--- config.mk ---
export PLATFORM = sky130hd
export DESIGN_NAME = ternary_op_scheduler
export DESIGN_NICKNAME = d
export VERILOG_FILES = /design/src/rtl/ternary_op_scheduler.sv
export SDC_FILE = /design/constraint.sdc
export NUM_CORES = 1
export LEC_CHECK = 0
export ABC_AREA = 1
export BUFFER_PORTS_ARGS = -buffer_cell sky130_fd_sc_hd__buf_2
export CORE_AREA = 2 2 74 76
export DETAILED_ROUTE_END_ITERATION = 8
export DIE_AREA = 0 0 76 78
export GPL_TIMING_DRIVEN = 0
export PLACE_DENSITY = 0.73
export SYNTH_ARGS = -nofsm -noshare
export SYNTH_HDL_FRONTEND = slang
export SYNTH_SLANG_ARGS = --single-unit
--- constraint.sdc ---
create_clock -name clk -period 4.4 [get_ports clk]
set_input_delay 0.88 -clock clk [delete_from_list [all_inputs] [get_ports clk]]
set_output_delay 0.88 -clock clk [all_outputs]
set_load 0.05 [all_outputs]
--- src/rtl/ternary_op_scheduler.sv ---
// ---------------------------------------------------------------------------
// ternary_op_scheduler
//
// Purpose:
//   Shares one ternary ALU (min / max / any / consensus) between two
//   requesters. A round-robin arbiter picks a requester in IDLE. The operand
//   vectors are evaluated trit by trit (one trit per cycle), and the result
//   is returned over a valid/ready response channel.
//
//   Trit encoding: 00=0, 01=1, 10=2, 11=invalid.
//   Trit i occupies bits [2i+1:2i].
//
// Configuration macro:
//   TERNARY_SCHED_PARALLEL_EN - when defined, BUSY lasts a single cycle and
//   all N trits are evaluated in parallel. When undefined, the block is
//   serial and spends N cycles in BUSY. Results, error rules and handshakes
//   are the same in both builds.
//
// Ports:
//   clk, reset              clock; synchronous active-high reset
//   reqX_valid / reqX_ready requester X request handshake (X = 0, 1)
//   reqX_op                 00=min 01=max 10=any 11=consensus
//   reqX_a, reqX_b          operand vectors, 2*N bits each
//   rsp_valid / rsp_ready   response handshake
//   rsp_data                result vector
//   rsp_id                  index of the requester that issued the result
//   rsp_err                 at least one operand trit was 11
//   busy                    high while a job is in BUSY or DONE
// ---------------------------------------------------------------------------
module ternary_op_scheduler #(
    parameter int N = 4
) (
    input  logic           clk,
    input  logic           reset,
    input  logic           req0_valid,
    output logic           req0_ready,
    input  logic [1:0]     req0_op,
    input  logic [2*N-1:0] req0_a,
    input  logic [2*N-1:0] req0_b,
    input  logic           req1_valid,
    output logic           req1_ready,
    input  logic [1:0]     req1_op,
    input  logic [2*N-1:0] req1_a,
    input  logic [2*N-1:0] req1_b,
    output logic           rsp_valid,
    input  logic           rsp_ready,
    output logic [2*N-1:0] rsp_data,
    output logic           rsp_id,
    output logic           rsp_err,
    output logic           busy
);

    localparam int W = 2 * N;

    typedef enum logic [1:0] {
        S_IDLE = 2'b00,
        S_BUSY = 2'b01,
        S_DONE = 2'b10
    } state_t;

    // Evaluate one trit pair; returns {err, result_trit}.
    function automatic logic [2:0] trit_eval(input logic [1:0] op,
                                             input logic [1:0] ta,
                                             input logic [1:0] tb);
        logic [1:0] r;
        logic [2:0] sum;
        logic       err;
        r   = 2'b00;
        err = 1'b0;
        sum = {1'b0, ta} + {1'b0, tb};
        if ((ta == 2'b11) || (tb == 2'b11)) begin
            err = 1'b1;
            r   = 2'b00;
        end else begin
            case (op)
                2'b00:   r = (ta < tb) ? ta : tb;
                2'b01:   r = (ta > tb) ? ta : tb;
                // any: a+b-1 clamped to [0,2]
                2'b10: begin
                    if (sum <= 3'd1) begin
                        r = 2'd0;
                    end else if (sum >= 3'd3) begin
                        r = 2'd2;
                    end else begin
                        r = 2'd1;
                    end
                end
                2'b11:   r = (ta == tb) ? ta : 2'd1;
                default: r = 2'b00;
            endcase
        end
        return {err, r};
    endfunction

    state_t         state_q;
    logic           rr_ptr_q;
    logic [1:0]     op_q;
    logic [W-1:0]   a_q;
    logic [W-1:0]   b_q;
    logic           id_q;
    logic           err_q;
    logic [W-1:0]   res_q;
    logic           rsp_valid_q;
    logic [W-1:0]   rsp_data_q;
    logic           rsp_id_q;
    logic           rsp_err_q;
    logic           busy_q;

`ifndef TERNARY_SCHED_PARALLEL_EN
    localparam int IDX_W = (N > 1) ? $clog2(N) : 1;
    logic [IDX_W-1:0] idx_q;
`endif

    logic           gnt_valid_s;
    logic           gnt_id_s;
    logic [1:0]     gnt_op_s;
    logic [W-1:0]   gnt_a_s;
    logic [W-1:0]   gnt_b_s;
    logic [W-1:0]   calc_res_s;
    logic           calc_err_s;

    // Grant selection in IDLE: single requester wins, ties go to rr_ptr.
    always_comb begin
        gnt_valid_s = 1'b0;
        gnt_id_s    = 1'b0;
        if (state_q == S_IDLE) begin
            if (req0_valid && req1_valid) begin
                gnt_valid_s = 1'b1;
                gnt_id_s    = rr_ptr_q;
            end else if (req0_valid) begin
                gnt_valid_s = 1'b1;
                gnt_id_s    = 1'b0;
            end else if (req1_valid) begin
                gnt_valid_s = 1'b1;
                gnt_id_s    = 1'b1;
            end else begin
                gnt_valid_s = 1'b0;
                gnt_id_s    = 1'b0;
            end
        end else begin
            gnt_valid_s = 1'b0;
            gnt_id_s    = 1'b0;
        end
    end

    // Payload mux for the granted requester.
    always_comb begin
        gnt_op_s = 2'b00;
        gnt_a_s  = '0;
        gnt_b_s  = '0;
        if (gnt_id_s) begin
            gnt_op_s = req1_op;
            gnt_a_s  = req1_a;
            gnt_b_s  = req1_b;
        end else begin
            gnt_op_s = req0_op;
            gnt_a_s  = req0_a;
            gnt_b_s  = req0_b;
        end
    end

    assign req0_ready = gnt_valid_s & ~gnt_id_s;
    assign req1_ready = gnt_valid_s &  gnt_id_s;

    // Trit datapath: merges this cycle's trit(s) into the running result.
    always_comb begin
        logic [2:0] t_s;
        calc_res_s = res_q;
        calc_err_s = err_q;
        t_s        = 3'b000;
`ifdef TERNARY_SCHED_PARALLEL_EN
        for (int i = 0; i < N; i++) begin
            t_s = trit_eval(op_q, a_q[2*i +: 2], b_q[2*i +: 2]);
            calc_res_s[2*i +: 2] = t_s[1:0];
            calc_err_s           = calc_err_s | t_s[2];
        end
`else
        t_s = trit_eval(op_q, a_q[2*int'(idx_q) +: 2], b_q[2*int'(idx_q) +: 2]);
        calc_res_s[2*int'(idx_q) +: 2] = t_s[1:0];
        calc_err_s                     = err_q | t_s[2];
`endif
    end

    // Scheduler FSM with registered response and status outputs.
    always_ff @(posedge clk) begin
        if (reset) begin
            state_q     <= S_IDLE;
            rr_ptr_q    <= 1'b0;
            op_q        <= 2'b00;
            a_q         <= '0;
            b_q         <= '0;
            id_q        <= 1'b0;
            err_q       <= 1'b0;
            res_q       <= '0;
            rsp_valid_q <= 1'b0;
            rsp_data_q  <= '0;
            rsp_id_q    <= 1'b0;
            rsp_err_q   <= 1'b0;
            busy_q      <= 1'b0;
`ifndef TERNARY_SCHED_PARALLEL_EN
            idx_q       <= '0;
`endif
        end else begin
            case (state_q)
                S_IDLE: begin
                    if (gnt_valid_s) begin
                        op_q     <= gnt_op_s;
                        a_q      <= gnt_a_s;
                        b_q      <= gnt_b_s;
                        id_q     <= gnt_id_s;
                        rr_ptr_q <= ~gnt_id_s;
                        err_q    <= 1'b0;
                        res_q    <= '0;
                        busy_q   <= 1'b1;
                        state_q  <= S_BUSY;
`ifndef TERNARY_SCHED_PARALLEL_EN
                        idx_q    <= '0;
`endif
                    end else begin
                        busy_q   <= 1'b0;
                        state_q  <= S_IDLE;
                    end
                end
                S_BUSY: begin
                    res_q <= calc_res_s;
                    err_q <= calc_err_s;
`ifdef TERNARY_SCHED_PARALLEL_EN
                    state_q     <= S_DONE;
                    rsp_valid_q <= 1'b1;
                    rsp_data_q  <= calc_res_s;
                    rsp_err_q   <= calc_err_s;
                    rsp_id_q    <= id_q;
`else
                    if (idx_q == IDX_W'(N - 1)) begin
                        state_q     <= S_DONE;
                        rsp_valid_q <= 1'b1;
                        rsp_data_q  <= calc_res_s;
                        rsp_err_q   <= calc_err_s;
                        rsp_id_q    <= id_q;
                    end else begin
                        idx_q       <= idx_q + IDX_W'(1);
                    end
`endif
                end
                S_DONE: begin
                    // Response fields hold their values after the handshake.
                    if (rsp_ready) begin
                        state_q     <= S_IDLE;
                        rsp_valid_q <= 1'b0;
                        busy_q      <= 1'b0;
                    end else begin
                        state_q     <= S_DONE;
                    end
                end
                default: begin
                    state_q     <= S_IDLE;
                    rsp_valid_q <= 1'b0;
                    busy_q      <= 1'b0;
                end
            endcase
        end
    end

    assign rsp_valid = rsp_valid_q;
    assign rsp_data  = rsp_data_q;
    assign rsp_id    = rsp_id_q;
    assign rsp_err   = rsp_err_q;
    assign busy      = busy_q;

endmodule

==> run_results.csv <==
group,metric,value,unit
timing,hold_viol_final,0,
setup_path,critPathKind,"input pin to primary output",
finish,antenna_cells,0,
grt,grt_start_max_net_pins,15,
timing,layout_setup_ws,1.55,ns
finish,final_area,0.00294,sq mm
pwr,leakage,1.56,nW
grt,grt_pass1_wl,10.1,mm
floorplan,chipHeight,78,um
clock_network,cts_resized,0,
floorplan,die_x,76,um
route,ant_nets,0,
grt,grt_antenna_before_repair,0,
route,wire_per_inst,11.8,um
floorplan,ioPinCount,55,
pwr,power-per-cell-area,399,mW/mm^2
min_path,worst_hold_path_type,"flop to flop",
pwr,vdd_drop_max,286,uV
placement,placed_cell_area,0.00285,sq mm
clock_network,ctsHoldBuffers,0,
floorplan,die-area,0.00593,sq mm
yosys,synth_seq_cells,45,
pwr,total_power,1.17,mW
timing,whs,0.466,ns
timing,fin_tns_setup,0,ns
grt,grt_usage,0.206,
clock_network,cts_setup_buffers,0,
finish,fin_util,0.583,
clock_network,clkTransAtPathRegs,0.09,ns
yosys,synth_area_per_cell,6.87,sq um
setup_path,worstPathMaxFanout,10,
finish,drive_above_1_share,0.195,
floorplan,start_util,0.495,
yosys,synthCells,363,
timing,finalSetupViolCount,0,
finish,syn_to_final_growth,17.8,%
floorplan,rows,26,
placement,gp_congestion,0.860,
timing,slew_violations,0,
setup_path,cp_slowest_cell,"clkbuf_1",
placement,place_ws,1.54,ns
setup_path,required,3.52,ns
clock_network,numCtsBuffers,5,
clock_network,clkLatencyLatePin,0.30,ns
finish,mostFrequentLayoutCell,"nand2_1",
finish,final_cells,495,
finish,mostFrequentLayoutCells,"106 x nand2_1, 56 x buf_2, 52 x inv_1",
yosys,synthTopCellsByArea,"dfxtp_1 36%, nand2_1 16%, inv_1 7.8%, nand3_1 6.8%, o211ai_1 5.4%",
timing,tightestPinTransition,0.554,ns
run,maxCapViolCount,0,
timing,min_period,2.85,ns
yosys,yosysWarnings,0,
timing,fmaxAchievable,351,MHz
grt,grt_pass1_vias,2282,
placement,portBuffers,54,
setup_path,setup.worst_path.end_class,"primary output",
placement,dp_hpwl,4.43,mm
clock_network,clock_path_buffers,2,
clock_network,cts_tree,"done",
grt,overflow,0,
timing,rsz0062_at_grt,"no",
route,drc,0,
timing,period_share,0.648,
setup_path,cp_cell_sequence,"buf_2 > nand2_1 > nand3_1 > inv_1 > clkbuf_1 > nor2_1 > buf_2",
yosys,synth_cell_types,30,
setup_path,slowest_delay,0.38,ns
yosys,syn_nets,415,
timing,relSlewSlack,0.629,
finish,nNetsFinal,476,
yosys,syn_area,0.00249,sq mm
yosys,netlist.area_leader.share,0.361,
floorplan,core,0.00504,sq mm
placement,dp.cells,487,
setup_path,cpMostUsedCell,"buf_2",
clock_network,cts.sinks,45,
clock_network,cts_max_level,2,
yosys,yosysSeqAreaShare,0.361,
route,drt-total-wl,5.84,mm
setup_path,cp-start-kind,"input pin",
route,num_vias,2473,
timing,fin_skew,0.00695,ns
route,drt_pass1_iterations,4,
route,via_per_inst,5.00,
clock_network,cts_root_buf,"clkbuf_8",
finish,n_fill_cell,496,
route,drt_first_iter_violations,130,
yosys,yosysTopAreaCell,"dfxtp_1",
outcome,status,"finished, final reports clean",
setup_path,arrival,1.97,ns
==> kinds of logic (layout without fill, tap and decap cells) <==
kind of cell	count (synthesis)	after routing	share of synthesized area
AOI/OAI and AO/OA	62	62	0.161
adders and majority gates	11	11	0.0582
buffers and inverters	69	131	0.109
DFF	45	45	0.361
and+or+nand+nor	176	176	0.310
==> registers in the layout (all words and copies together), names as in the netlist <==
name and count:
busy 1, rr_ptr_q 1, b_q 8, err_q 1, rsp_err 1, id_q 1, op_q 2, idx_q 2
rsp_id 1, a_q 8, rsp_valid 1, state_q 2, rsp_data 8, res_q 8
==> worst max-delay path, delay by kind of cell <==
family | cells | cell delay, ns
AND/OR/NAND/NOR | 3 | 0.28
buffers and inverters | 4 | 0.80
==> cells in the mapped netlist <==
cell	n
nand2_2	6
o21bai_1	9
buf_2	2
buf_6	1
nor3_1	1
a211oi_1	1
nand3_2	2
a21oi_1	12
nor2_2	4
inv_1	52
nand2_1	106
nand3b_1	2
clkbuf_1	11
buf_1	1
dfxtp_1	45
fa_1	1
nor2_8	1
o211ai_1	18
nor2_1	17
ha_1	10
o21ai_0	15
buf_4	1
o31ai_2	1
inv_2	1
nand4_1	2
a21oi_2	2
a31oi_1	3
o21a_1	1
nand3_1	34
nor3b_1	1
==> power breakdown <==
group	internal (mW)	total [mW]	switching [mW]
clock	0.110	0.255	0.145
sequential	0.446	0.479	0.0325
combinational	0.153	0.440	0.287
==> area by class of cell <==
type / instances / area, sq um / area share
Buffer: 16 / 73.8 / 0.0251
Inverter: 53 / 199 / 0.0677
Tap cell: 70 / 87.6 / 0.0298
Timing Repair Buffer: 54 / 270 / 0.0920
Clock buffer: 5 / 68.8 / 0.0234
Clock inverter: 3 / 17.5 / 0.00596
Sequential cell: 45 / 901 / 0.307
Multi-Input combinational cell: 249 / 1320 / 0.450
==> path summary, 6_finish.rpt <==
kind	startpoint	end	slack, ns	cells after the start
max	req0_valid	req0_ready	1.55	7
min	busy$_SDFFE_PP0P_	busy$_SDFFE_PP0P_	0.47	2
max reg2reg	idx_q[0]$_SDFFE_PP0P_	res_q[1]$_SDFFE_PP0P_	1.55	16
min reg2reg	busy$_SDFFE_PP0P_	busy$_SDFFE_PP0P_	0.47	2
==> routing by layer <==
metal	vias up	track usage	routed length, um
met5	-	0	0
met4	0	0.0491	55
met3	7	0.0384	238
met2	48	0.334	2560
met1	1133	0.285	2980
li1	1285	-	-
Power figures use the tool's default switching activity.
